`config.mk`:
```
export PLATFORM = sky130hd
export DESIGN_NAME = ctrl_redirect_sequencer
export DESIGN_NICKNAME = d
export VERILOG_FILES = /design/src/rtl/ctrl_redirect_sequencer.sv
export SDC_FILE = /design/constraint.sdc
export NUM_CORES = 1
export LEC_CHECK = 0
export ABC_CLOCK_PERIOD_IN_PS = 2300
export CORE_MARGIN = 1
export CORE_UTILIZATION = 38
export DETAILED_ROUTE_END_ITERATION = 8
export PLACE_DENSITY = 0.73
export SYNTH_ARGS = -nofsm -noshare
export SYNTH_HDL_FRONTEND = slang
export SYNTH_SLANG_ARGS = --single-unit
```
`constraint.sdc`:
```
create_clock -name clk -period 2.3 [get_ports clk]
set_input_delay 0.575 -clock clk [delete_from_list [all_inputs] [get_ports clk]]
set_output_delay 0.575 -clock clk [all_outputs]
set_load 0.02 [all_outputs]
```
`src/rtl/ctrl_redirect_sequencer.sv`:
```
// Mispredict recovery sequencer: tracks the oldest mispredict, flushes,
// then issues a fetch redirect through a valid/ready handshake.
module ctrl_redirect_sequencer #(
  parameter int PC_W         = 32,
  parameter int AGE_W        = 7,
  parameter int FLAGS_W      = 8,
  parameter int FLUSH_CYCLES = 2,
  parameter int CNT_W        = 16
) (
  input  logic               clk,
  input  logic               reset,
  input  logic               ctrlValid_i,
  input  logic [FLAGS_W-1:0] ctrlFlags_i,
  input  logic [PC_W-1:0]    ctrlNextPC_i,
  input  logic [AGE_W-1:0]   ctrlAge_i,
  input  logic               fetchReady_i,
  output logic               flush_o,
  output logic [AGE_W-1:0]   recoverAge_o,
  output logic               redirectValid_o,
  output logic [PC_W-1:0]    redirectPC_o,
  output logic               busy_o,
  output logic [CNT_W-1:0]   mispredCount_o
);

  localparam int CW = (FLUSH_CYCLES > 1) ? $clog2(FLUSH_CYCLES) : 1;
  localparam logic [CW-1:0] CNT_INIT = CW'(FLUSH_CYCLES - 1);
  localparam logic [CNT_W-1:0] CNT_MAX = '1;

  typedef enum logic [1:0] {
    IDLE,
    FLUSH,
    REDIR
  } state_t;

  state_t            state_q, state_d;
  logic [CW-1:0]     cnt_q, cnt_d;
  logic [AGE_W-1:0]  age_q, age_d;
  logic [PC_W-1:0]   pc_q, pc_d;
  logic [CNT_W-1:0]  num_q, num_d;
  logic              misp;
  logic              capture;
  logic              unused_flags;

  assign unused_flags = ^{ctrlFlags_i[FLAGS_W-1:3], ctrlFlags_i[1]};

  // Wrap bit flips each lap of the active list, inverting index order.
  function automatic logic older(input logic [AGE_W-1:0] a,
                                 input logic [AGE_W-1:0] b);
    if (a[AGE_W-1] == b[AGE_W-1])
      return a[AGE_W-2:0] < b[AGE_W-2:0];
    return a[AGE_W-2:0] > b[AGE_W-2:0];
  endfunction

  always_comb begin
    misp    = ctrlValid_i & ctrlFlags_i[2] & ctrlFlags_i[0];
    capture = misp & ((state_q == IDLE) | older(ctrlAge_i, age_q));
    state_d = state_q;
    cnt_d   = cnt_q;
    age_d   = age_q;
    pc_d    = pc_q;
    num_d   = num_q;
    unique case (state_q)
      IDLE: ;
      FLUSH: begin
        if (cnt_q == '0) state_d = REDIR;
        else             cnt_d   = cnt_q - CW'(1);
      end
      REDIR: begin
        if (fetchReady_i) state_d = IDLE;
      end
      default: state_d = IDLE;
    endcase
    // An older mispredict overrides any progress, even a same-cycle handshake.
    if (capture) begin
      state_d = FLUSH;
      cnt_d   = CNT_INIT;
      age_d   = ctrlAge_i;
      pc_d    = ctrlNextPC_i;
      if (num_q != CNT_MAX) num_d = num_q + CNT_W'(1);
    end
  end

  always_ff @(posedge clk or negedge reset) begin
    if (!reset) begin
      state_q <= IDLE;
      cnt_q   <= '0;
      age_q   <= '0;
      pc_q    <= '0;
      num_q   <= '0;
    end else begin
      state_q <= state_d;
      cnt_q   <= cnt_d;
      age_q   <= age_d;
      pc_q    <= pc_d;
      num_q   <= num_d;
    end
  end

  assign flush_o         = (state_q == FLUSH);
  assign redirectValid_o = (state_q == REDIR);
  assign busy_o          = (state_q != IDLE);
  assign recoverAge_o    = age_q;
  assign redirectPC_o    = pc_q;
  assign mispredCount_o  = num_q;

endmodule

```
# Word level (Yosys, flattened, before mapping)

Cells that the tools add are included.

Flip-flop bits (word level): 58
Bits of input ports: 51
Output and inout bits: 58
Logic and storage cells: 35

Add/sub/neg operators: 2
Magnitude comparators: 2
Equality and inequality tests: 7
Mux-type cells: 10
Bitwise operators: 4
Reduce and logical (&&, ||, !) cells: 5

Operator list:

| kind                    | number |
|---|---|
| $add A16 B1 Y16 const B | 1 |
| $ne A16 B16 Y1 const B  | 1 |
| $gt A6 B6 Y1            | 1 |
| $lt A6 B6 Y1            | 1 |
| $mux W1                 | 6 |
| $mux W2                 | 3 |
| $ne A3 B2 Y1 const B    | 2 |
| $pmux W2 S3             | 1 |
| $reduce_bool A2 Y1      | 2 |
| $and A1 B1 Y1           | 3 |
| $reduce_and A3 Y1       | 1 |
| $eq A2 B1 Y1 const B    | 1 |
| $eq A2 B2 Y1 const B    | 1 |
| $logic_not A2 Y1        | 1 |
| $ne A2 B2 Y1 const B    | 1 |
| $reduce_and A2 Y1       | 1 |
| $eq A1 B1 Y1            | 1 |
| $or A1 B1 Y1            | 1 |
| $sub A1 B1 Y1 const B   | 1 |

# Depth between registers and ports, before layout

Depth in word-level cells: 7
Depth in mapped cells: 11
Depth with buffers taken out: 9

# Worst setup path before layout

Ideal clock, no wire load.

Kind: input-to-reg
Start: in ctrlAge_i[3]
End: reg num_q[2] (netlist: mispredCount_o[2])
Setup time: 0.132 ns
Arrival: 2.315 ns
Data required time: 2.168 ns
Setup slack: -0.147 ns
Stages: 9
Buffers on the path: 1
Cells stage by stage: ha_1 a21o_1 a21oi_1 nor2b_1 o31a_1 a21o_1 buf_2 or3b_1 xnor2_1

Longest elaborated chain between the ends: 6
Elaborated cells between the ends (all ways): 7
Classes of those cells: order compare (2); mux (2); bitwise (2); reduce/logical (1)

Ends and longest elaborated chain:

| item                          | line | RTL |
|---|---|---|
| start, declared               | 15   | `input logic [AGE_W-1:0] ctrlAge_i,` |
| $lt A6 B6 Y1                  | 50   | `return a[AGE_W-2:0] < b[AGE_W-2:0];` |
| $mux W1                       | 49   | `if (a[AGE_W-1] == b[AGE_W-1])` |
| $mux W1 *                     | 51   | `return a[AGE_W-2:0] > b[AGE_W-2:0];` |
| $or A1 B1 Y1 *                | 56   | `capture = misp & ((state_q == IDLE) \| older(ctrlAge_i, age_q));` |
| $and A1 B1 Y1 *               | 56   |  |
| $reduce_and A2 Y1 (no line) * | --   |  |
| end signal, assigned          | 95   | `num_q <= num_d;` |
| end, declared                 | 39   | `logic [CNT_W-1:0] num_q, num_d;` |

Mark *: on every way between the ends. The rest lies on a longest branch, timed or not. The select of a mux whose other input is x is not followed.
A chain may end at the register's enable or synchronous reset.

# Worst setup path after layout

Start: reg age_q[3] (netlist: recoverAge_o[3])
End: reg pc_q[0] (netlist: redirectPC_o[0])

Longest elaborated chain between the ends: 5
Elaborated cells between the ends (all ways): 6
Classes of those cells: order compare (2); mux (2); bitwise (2)

Ends and longest elaborated chain:

| item                   | line | RTL |
|---|---|---|
| start, declared        | 37   | `logic [AGE_W-1:0] age_q, age_d;` |
| start signal, assigned | 93   | `age_q <= age_d;` |
| $lt A6 B6 Y1           | 50   |  |
| $mux W1                | 49   |  |
| $mux W1 *              | 51   |  |
| $or A1 B1 Y1 *         | 56   |  |
| $and A1 B1 Y1 *        | 56   |  |
| end signal, assigned   | 94   | `pc_q <= pc_d;` |
| end, declared          | 38   | `logic [PC_W-1:0] pc_q, pc_d;` |

Marks and branches as above.

==> results.json <==
{
  "tightestPinTransition_ns": 0.721,
  "place_ws_ns": -0.642,
  "synth_area_per_cell_sq_um": 13.0,
  "finalCritPeriodShare_pct": 96.4,
  "wl_per_cell_um": 14.4,
  "gp_congestion": 0.755,
  "final_layout_size_suffix_gt1_share_pct": 30.7,
  "grt_pass1_wl_mm": 9.45,
  "cp_data_arrival_time_ns": 2.43,
  "routed_wl_mm": 5.83,
  "vias": 1967,
  "die-area_sq_um": 7030,
  "relSlewSlack_pct": 51.9,
  "ys.flop_type": "dfrtp_1",
  "fp-row-count": 29,
  "rr_endpoint": "redirectPC_o[0]",
  "hold_violations": 0,
  "initial_core_util_pct": 39.6,
  "drv_cap": 0,
  "slew_viol_final": 0,
  "violations": "DRC",
  "multi_input_area_sq_um": 1170,
  "htreeDepth": 3,
  "p_clk_share_pct": 17.6,
  "synth_edf_count": 0,
  "cts.sinks": 58,
  "clkTransAtPathRegs_ns": 0.07,
  "cts_max_path_buffers": 2,
  "synth-seq-cells": 58,
  "nets": 382,
  "dp.cells": 382,
  "die_x_um": 83.8,
  "cp_max_fo": 10,
  "dr.first_iter.drc_count": 61,
  "endpoint_kind": "register",
  "worst_slack_ns": 0.0818,
  "seq_power_share_pct": 35.6,
  "hp-class": "input pin to async pin",
  "outcome": "finished with violations",
  "cp-start-kind": "register",
  "syn_nets": 254,
  "crit_end": "redirectPC_o[0]",
  "rr_startpoint": "recoverAge_o[3]",
  "grt_usage_pct": 17.5,
  "final_common_cell": "clkdlybuf4s50_1",
  "stdcell_count": 406,
  "switching_share_pct": 34.8,
  "regArea_sq_um": 1450,
  "internal_power_mw": 2.96,
  "syn_area_sq_um": 2540,
  "rsz0062_at_grt": "true",
  "setup_viol": 0,
  "clock-skew-final_ns": 0.00805,
  "async_reset_ff_share_pct": 100,
  "switchingPower_mw": 1.58,
  "cts-root-buf": "clkbuf_8",
  "insertion_delay_ns": 0.33,
  "most-common-layout-cells": "clkdlybuf4s50_1 (95), dfrtp_1 (58), mux2_2 (39)",
  "fillers": 528,
  "die_h_um": 83.8,
  "p_leak_nw": 1.82,
  "power.density_nw_per_um2": 1100,
  "ys_warn_count": 0,
  "final_util_pct": 64.3,
  "grt_max_degree": 32,
  "worstSetupPathType": "register to register",
  "viasPerCell": 4.84,
  "r2r_setup_slack_ns": 0.08,
  "io_pins": 109,
  "syn2layout_area_growth_pct": 62.2,
  "p_total_mw": 4.55,
  "netlist_instances": 196,
  "drc_errors": 11,
  "rr_worst_depth": 10,
  "gr-total-overflow": 0,
  "pwr-share-comb_pct": 46.7,
  "max_freq_mhz": 451,
  "layout_min_cycle_time_ns": 2.22,
  "yosysSeqAreaShare_pct": 57.0,
  "ant_nets": 0,
  "cts_tree": "done",
  "antenna_found_initial": 0,
  "grt_pass1_vias": 2070,
  "core-area_sq_um": 6420,
  "crit_start": "recoverAge_o[3]",
  "dp_hpwl_mm": 3.96,
  "yosysUniqueCellTypes": 31,
  "port_buffers": 102,
  "antenna_cells": 0,
  "required_ns": 2.51,
  "drt_first_pass_iters": 6,
  "vdd_drop_max_mv": 0.602,
  "tritoncts.num_buffers": 9
}
[metrics by stage]
step / hold slack, ns / TNS (ns) / instance area (sq um)
final: 0.296 / 0 / 4130
after global routing: 0.349 / -0.0377 / 4130
after CTS: 0.305 / 0 / 4060
after detailed placement: 0.490 / -33.09 / 3780
after global placement: 0.477 / -32.02 / 3780
after floorplan: 0.279 / 0 / 2580
[cell usage after synthesis (3+ instances only)]
cell type,count,area [sq um]
nand3_1,9,45.0
dfrtp_1,58,1450
inv_1,11,41.3
ha_1,7,87.6
buf_2,6,30.0
mux2_2,39,439
nand2_1,13,48.8
xnor2_1,4,35.0
nor4_1,3,18.8
nor3_1,4,20.0
nor2_1,7,26.3
xor2_1,11,96.3
[worst max-delay path, cell delays in order (launching register included)]
cell and delay, ns:
dfrtp_1 0.39, inv_2 0.07, ha_4 0.19, a21o_1 0.16, a21oi_2 0.11, nor2b_1 0.08, o31a_1 0.29, a21o_4 0.27
buf_4 0.14, buf_8 0.13, mux2_2 0.27
[worst min path at each step]
stage / start / to / slack (ns) / depth (start not counted)
2_1_floorplan: reset / cnt_q / 0.28 / 0
3_3_place_gp: mispredCount_o[14] / mispredCount_o[14] / 0.48 / 1
3_5_place_dp: cnt_q / state_q[0] / 0.49 / 2
4_1_cts: reset / redirectPC_o[28] / 0.30 / 1
5_1_grt: reset / redirectPC_o[28] / 0.35 / 1
6_report: reset / mispredCount_o[8] / 0.30 / 1
[cell type report]
class	count	share of cell area [%]
clock buffer	13	3.61
clock inverter	3	0.364
timing repair buffer	122	29.1
inverter	11	1.00
tap	77	2.33
sequential	58	35.2
multi-input combinational	122	28.4
[layer usage]
| metal | global-route usage (%) | vias up | wire, um |
|---|---|---|---|
| met3 | 7.32 | 7 | 429 |
| li1 | - | 935 | - |
| met1 | 20.9 | 956 | 2490 |
| met4 | 6.27 | 0 | 61 |
| met5 | 0 | - | 0 |
| met2 | 28.3 | 69 | 2860 |
[cell families (layout without fill, tap and decap cells)]
logic type	Yosys count	count (layout)	synth area share [%]
simple gates	50	50	11.4
fa+ha+maj	7	7	3.44
buf+inv	17	149	2.80
xor+xnor	15	15	5.16
flops	58	58	57.0
mux	40	40	17.7
compound gates	9	10	2.51
[registers in the layout, summed over array words and instances, names as in the netlist]
name and cells:
redirectPC_o 32, mispredCount_o 16, recoverAge_o 7, state_q 2, cnt_q 1
[power by group through the flow]
stage / Sequential, mW / Combinational [mW] / Clock, mW
3_5_place_dp: 1.64 / 1.98 / 0
4_1_cts: 1.62 / 2.06 / 0.839
3_3_place_gp: 1.61 / 1.96 / 0
5_1_grt: 1.68 / 2.27 / 0.876
6_report: 1.62 / 2.13 / 0.802
2_1_floorplan: 2.05 / 0.567 / 0
[what timing repair did]
action,CTS,global route
pin swaps,12,9
endpoints found under the setup margin,56,18
setup buffers,2,4
hold buffers,0,0
gates resized for setup,24,17
cloned,2,0
Note: power is estimated with default switching activity, not from simulation.
